$ cat config.mk
export PLATFORM = sky130hd
export DESIGN_NAME = multi_cycle_ctrl
export DESIGN_NICKNAME = d
export VERILOG_FILES = /design/src/rtl/multi_cycle_ctrl.sv
export SDC_FILE = /design/constraint.sdc
export NUM_CORES = 1
export LEC_CHECK = 0
export ABC_AREA = 1
export ABC_CLOCK_PERIOD_IN_PS = 2400
export CORE_UTILIZATION = 33
export DETAILED_ROUTE_END_ITERATION = 10
export DONT_BUFFER_PORTS = 1
export SLEW_MARGIN = 10
export SYNTH_ARGS = -nofsm -noshare
export SYNTH_HDL_FRONTEND = slang
export SYNTH_SLANG_ARGS = --single-unit
$ cat constraint.sdc
create_clock -name clk -period 2.4 [get_ports clk]
set_clock_uncertainty 0.2 [all_clocks]
set_input_delay 0.48 -clock clk [delete_from_list [all_inputs] [get_ports clk]]
set_output_delay 0.48 -clock clk [all_outputs]
set_load 0.1 [all_outputs]
$ cat src/rtl/multi_cycle_ctrl.sv
// Stage sequencer for a five-stage multi-cycle CPU: one stage active at a time,
// bus-register load enables, single-step pause, per-stage watchdog and counters.
module multi_cycle_ctrl #(
  parameter int unsigned TIMEOUT = 16,
  parameter int unsigned CNT_W   = 32
) (
  input  logic             clk,
  input  logic             reset,
  input  logic             step_en,
  input  logic             step,
  input  logic             IF_over,
  input  logic             ID_over,
  input  logic             EXE_over,
  input  logic             MEM_over,
  input  logic             WB_over,
  output logic             IF_valid,
  output logic             ID_valid,
  output logic             EXE_valid,
  output logic             MEM_valid,
  output logic             WB_valid,
  output logic             IF_ID_en,
  output logic             ID_EXE_en,
  output logic             EXE_MEM_en,
  output logic             MEM_WB_en,
  output logic             next_fetch,
  output logic             hang,
  output logic [2:0]       state,
  output logic [CNT_W-1:0] cycle_cnt,
  output logic [CNT_W-1:0] inst_cnt
);

  typedef enum logic [2:0] {
    S_IDLE  = 3'd0,
    S_IF    = 3'd1,
    S_ID    = 3'd2,
    S_EXE   = 3'd3,
    S_MEM   = 3'd4,
    S_WB    = 3'd5,
    S_PAUSE = 3'd6,
    S_HANG  = 3'd7
  } state_e;

  // The watchdog only ever needs to count 0 .. TIMEOUT-1.
  localparam bit          WD_ON     = (TIMEOUT != 0);
  localparam int unsigned WD_W      = (TIMEOUT > 2) ? $clog2(TIMEOUT) : 1;
  localparam int unsigned WD_LAST_I = (TIMEOUT == 0) ? 0 : TIMEOUT - 1;
  localparam logic [WD_W-1:0] WD_LAST = WD_W'(WD_LAST_I);

  state_e            state_q, state_d;
  logic [WD_W-1:0]   wd_q, wd_d;
  logic              hang_q, hang_d;
  logic [CNT_W-1:0]  cycle_cnt_q, cycle_cnt_d;
  logic [CNT_W-1:0]  inst_cnt_q, inst_cnt_d;

  logic              stage_over;
  logic              if_id_en_c, id_exe_en_c, exe_mem_en_c, mem_wb_en_c;
  logic              next_fetch_c;
  logic              run;

  // NOTE: every signal written here gets a default first, so no path through
  // the case statements can leave one unassigned and infer a latch.
  always_comb begin
    state_d      = state_q;
    wd_d         = '0;
    hang_d       = hang_q;
    cycle_cnt_d  = cycle_cnt_q + 1'b1;
    inst_cnt_d   = inst_cnt_q;
    if_id_en_c   = 1'b0;
    id_exe_en_c  = 1'b0;
    exe_mem_en_c = 1'b0;
    mem_wb_en_c  = 1'b0;
    next_fetch_c = 1'b0;

    // Only the active stage's done flag is looked at; the others are ignored.
    case (state_q)
      S_IF:    stage_over = IF_over;
      S_ID:    stage_over = ID_over;
      S_EXE:   stage_over = EXE_over;
      S_MEM:   stage_over = MEM_over;
      S_WB:    stage_over = WB_over;
      default: stage_over = 1'b0;
    endcase

    case (state_q)
      S_IDLE: state_d = S_IF;

      S_IF, S_ID, S_EXE, S_MEM, S_WB: begin
        if (stage_over) begin
          case (state_q)
            S_IF: begin
              state_d    = S_ID;
              if_id_en_c = 1'b1;
            end
            S_ID: begin
              state_d     = S_EXE;
              id_exe_en_c = 1'b1;
            end
            S_EXE: begin
              state_d      = S_MEM;
              exe_mem_en_c = 1'b1;
            end
            S_MEM: begin
              state_d     = S_WB;
              mem_wb_en_c = 1'b1;
            end
            S_WB: begin
              state_d      = step_en ? S_PAUSE : S_IF;
              next_fetch_c = 1'b1;
              inst_cnt_d   = inst_cnt_q + 1'b1;
            end
            default: ;
          endcase
        end else if (WD_ON && (wd_q == WD_LAST)) begin
          // A done flag arriving on the last allowed cycle is taken above.
          state_d = S_HANG;
          hang_d  = 1'b1;
        end else if (WD_ON) begin
          wd_d = wd_q + 1'b1;
        end
      end

      S_PAUSE: begin
        if (step || !step_en) state_d = S_IF;
      end

      default: ;
    endcase
  end

  // NOTE: state registers use non-blocking assignments so every flop samples
  // the pre-edge value of every other flop, independent of block ordering.
  always_ff @(posedge clk) begin
    if (reset) begin
      state_q     <= S_IDLE;
      wd_q        <= '0;
      hang_q      <= 1'b0;
      cycle_cnt_q <= '0;
      inst_cnt_q  <= '0;
    end else begin
      state_q     <= state_d;
      wd_q        <= wd_d;
      hang_q      <= hang_d;
      cycle_cnt_q <= cycle_cnt_d;
      inst_cnt_q  <= inst_cnt_d;
    end
  end

  // Reset masks every strobe in the cycle it is asserted, even mid-stage.
  assign run = ~reset;

  assign IF_valid   = run && (state_q == S_IF);
  assign ID_valid   = run && (state_q == S_ID);
  assign EXE_valid  = run && (state_q == S_EXE);
  assign MEM_valid  = run && (state_q == S_MEM);
  assign WB_valid   = run && (state_q == S_WB);

  assign IF_ID_en   = run && if_id_en_c;
  assign ID_EXE_en  = run && id_exe_en_c;
  assign EXE_MEM_en = run && exe_mem_en_c;
  assign MEM_WB_en  = run && mem_wb_en_c;
  assign next_fetch = run && next_fetch_c;

  assign hang      = hang_q;
  assign state     = state_q;
  assign cycle_cnt = cycle_cnt_q;
  assign inst_cnt  = inst_cnt_q;

endmodule

==> impl.org <==
** Synth
- Cell types occupying the most area after synthesis :: sky130_fd_sc_hd__dfxtp_1 36%, sky130_fd_sc_hd__nand2_1 13%, sky130_fd_sc_hd__nor2_1 9.5%
- The cell count after synthesis came out at 604.
- Counting flops with an async set or reset pin after synthesis yields a share of 0.
- Synthesized Nets :: approximately 620
- A synthesized cell averages 6.616 um2.
- Synthesized area :: 0.003996 mm2
- The synthesized design contains between 70 and 80 register bits.
- Number of enable flip-flop cells after synthesis :: 0
- Share of synthesized area occupied by flip-flops and latches :: 0.3607
- Yosys instantiated no cell more often than sky130_fd_sc_hd__nand2_1.
- Number of distinct library cell variants in the gate-level netlist after synthesis :: 36
- The commonest cells after synthesis are 143 x sky130_fd_sc_hd__nand2_1, 101 x sky130_fd_sc_hd__nor2_1, 72 x sky130_fd_sc_hd__dfxtp_1, 65 x sky130_fd_sc_hd__inv_1, 44 x sky130_fd_sc_hd__a21oi_1.
- Summed over all instances, the cell type with the most area after synthesis is sky130_fd_sc_hd__dfxtp_1.
- Primary flip-flop cell chosen by synthesis mapping :: sky130_fd_sc_hd__dfxtp_1
- The Yosys step of the flow raised 0 warnings.
- The share of synthesized area in the top cell type comes to 0.3607.

** Die
- The floorplan step defined a die boundary enclosing 0.01255 mm2.
- Pin placement for this block handled a little under 90 I/O pins.
- Horizontal die dimension :: between 100 and 150 um
- In this run the vertical extent of the chip is between 100 and 150 um.
- Placeable core region :: 0.01161 mm2
- The floorplan has 39 rows.
- Starting density of the core :: 0.3441

** Critical path
- For the worst setup path, the data arrival time is 1.61 ns.
- STA classifies the critical path startpoint as a register.
- For the worst setup path, the data required time is 1.72 ns.
- The worst register-to-register path has a setup slack of 0.46 ns.
- Along the worst path, the maximum fanout reaches 10.
- The critical path is of the reg2out type.
- The worst setup path is captured at an output port.

** Detailed routing
- Count of vias placed by the detailed router :: about 4,100
- In this run the remaining antenna-violating nets after routing total 0.
- The first TritonRoute pass finished after 8 iterations.
- Routed Wire Length :: approximately 11,000 um
- After the first detailed-routing iteration, the DRC count stood at 214.
- In the final routed layout, each cell accounts on average for 13.16 um.
- After detailed routing, the number of remaining DRC violations is 7.
- Dividing the detail-routed via count by the number of cells gives 4.988.

** STA
- Post-route clock period utilization :: 0.9539
- Setup violations remaining at the end of the flow were counted as 0.
- Hold Vio Cnt, Final :: 0
- Min Clock Period, post-route :: 2.289 ns
- Maximum operating frequency :: 0.4368 GHz
- Max-slew violation total from the final report :: 0
- Headroom to the max-slew limit :: 0.7184
- At the pin with the least slew margin, the transition time is roughly 0.42 ns.
- Setup repair after global routing left no endpoint under its margin.

** Run status
- Status :: complete, but fails checks
- The checks that failed: DRC.

** Placed design
- DP HPWL :: about 8000 um
- Placed cell area :: 0.004873 mm2
- In this run the tool buffered the top-level ports with 0 buffer cells.
- GPL Wtd Cong :: about 0.87

** Global routing
- Overall overflow remaining after global route :: 0
- Antenna violations before repair :: 0
- The number of global-route vias before repair was 3,969.
- For this run, the total global-route usage over all layers was measured as 0.1829.
- Wire length of the first global-routing pass :: 18,570 um
- Maximum number of pins on one net before global-route repair :: 49

** Final layout
- At the end of the flow the core is filled with cells to 0.4495.
- # fillers :: 1,178
- Post-route cell area :: 0.005220 mm2
- Final #Nets :: 693
- The repair_antennas step left the layout with diodes totalling 0.
- Layout Area Growth over Synthesis :: 30.62%
- In the final layout, the share of cells above drive strength 1 is 0.2143.

** Power
- Of the total power, combinational logic draws 0.219.
- Switching Fraction :: 0.3374
- Summed over all nets, the switching power comes to 1.264 mW.
- Internal cell power :: 2.482 mW
- Power density cells :: 717.6 mW/mm2
- The analysis attributes to cell leakage a power of about 1.9 nW.
- Seq pwr share :: 0.374
- The worst-case IR drop observed on VDD is between 0.6 and 0.7 mV.
- Share of power burned in the clock network :: 0.407
- Overall Power :: 3.746 mW

** Worst hold path
- Min-delay worst type :: in2reg

** CTS
- The clock net in this run drives a total of a little over 70 sinks.
- Post-CTS setup buffer count :: 0
- In this run, post-CTS repair resized a total of 0 instances.
- In this run the clock root is driven by a sky130_fd_sc_hd__clkbuf_16.
- TritonCTS clock tree :: yes
- Cts bufs inserted :: 9
- Buffer levels on the longest clock path :: 2
- Clock latency on the worst-skew pair :: between 0.3 and 0.4 ns
- Clk slew on worst S/H paths :: 0.06 ns
- Number of levels in the clock H-tree :: 3

** Job
- Maxcap violations :: 0
[placed cells by master, fill, tap and decap left out, types with 5 or more instances in the layout]
master                        n
sky130_fd_sc_hd__nor2_4      19
sky130_fd_sc_hd__dfxtp_1     65
sky130_fd_sc_hd__buf_12       7
sky130_fd_sc_hd__nand2_1    143
sky130_fd_sc_hd__a31oi_1      5
sky130_fd_sc_hd__nor2_2       6
sky130_fd_sc_hd__buf_4       72
sky130_fd_sc_hd__dfxtp_2      5
sky130_fd_sc_hd__nand4_1     13
sky130_fd_sc_hd__nor2_1      92
sky130_fd_sc_hd__inv_1       64
sky130_fd_sc_hd__xnor2_1      5
sky130_fd_sc_hd__clkbuf_16    9
sky130_fd_sc_hd__xor2_1       5
sky130_fd_sc_hd__a21oi_1     44
sky130_fd_sc_hd__nor3_1      19
sky130_fd_sc_hd__nand3_1     43
sky130_fd_sc_hd__o21ai_0     20
[power groups by stage]
stage | Sequential (mW) | Combinational [mW] | Clock, mW
floorplan | 1.50 | 0.619 | 0
global placement | 1.42 | 0.805 | 0
detailed placement | 1.43 | 0.820 | 0
CTS | 1.40 | 0.823 | 1.55
global route | 1.41 | 0.888 | 1.60
finish | 1.40 | 0.821 | 1.52
[state kept, by name, summed over array words and instances (netlist names)]
name / count
inst_cnt: 32
hang: 1
state: 3
cycle_cnt: 32
wd_q: 4
[final timing paths]
kind / from / endpoint / depth (start not counted)
worst min-delay path: reset / inst_cnt[30] / 1
worst max-delay path: state[0] / IF_valid / 3
worst max register to register: state[0] / inst_cnt[24] / 5
worst min register to register: wd_q[0] / wd_q[0] / 1
[layout make-up]
class,count,area [um2],area share
repair buffers,80,690.7,0.1323
inverters,69,264.0,0.05058
clock inverters,6,107.6,0.02061
well taps,143,178.9,0.03428
flip-flops and latches,72,1455,0.2788
clock buffers,10,229.0,0.04386
multi-input cells,449,2295,0.4396
[critical path, stage by stage, from the launching register on]
cell,delay (ns)
sky130_fd_sc_hd__dfxtp_4,0.61
sky130_fd_sc_hd__inv_4,0.09
sky130_fd_sc_hd__nor4_4,0.25
sky130_fd_sc_hd__buf_4,0.32
[routing by layer]
| metal | vias up | track usage | wire length, um |
|---|---|---|---|
| met3 | 15 | 0.04428 | 702 |
| met5 | - | 0 | 0 |
| li1 | 2114 | - | - |
| met2 | 133 | 0.3193 | 5273 |
| met4 | 0 | 0.05867 | 167 |
| met1 | 1873 | 0.2212 | 4764 |
[metrics by stage]
stage / setup slack [ns] / std cells / TNS [ns] / hold slack, ns
after global routing: 0.05318 / 829 / 0 / 0.002952
after floorplan: -0.1198 / 604 / -0.1198 / 0.2176
final: 0.1106 / 829 / 0 / 0.02339
after global placement: 0.4740 / 812 / 0 / 0.2238
after detailed placement: 0.4544 / 812 / 0 / 0.2484
after CTS: 0.1040 / 828 / 0 / 0.001458
[cells by family (layout without fill, tap and decap cells)]
logic type / Yosys count / count (layout) / share of synthesized area
AOI/OAI and AO/OA: 74 / 74 / 0.09549
xor gates and xnor gates: 10 / 10 / 0.02192
adders and majority gates: 3 / 3 / 0.009394
buffers and inverters: 83 / 165 / 0.08578
DFF: 72 / 72 / 0.3607
and+or+nand+nor: 362 / 362 / 0.4267
[timing repair]
item	in CTS	in global routing
hold endpoints to repair	0	1
setup endpoints to repair	0	0
hold buffers	0	1
Note: power is estimated with default switching activity, not from simulation.
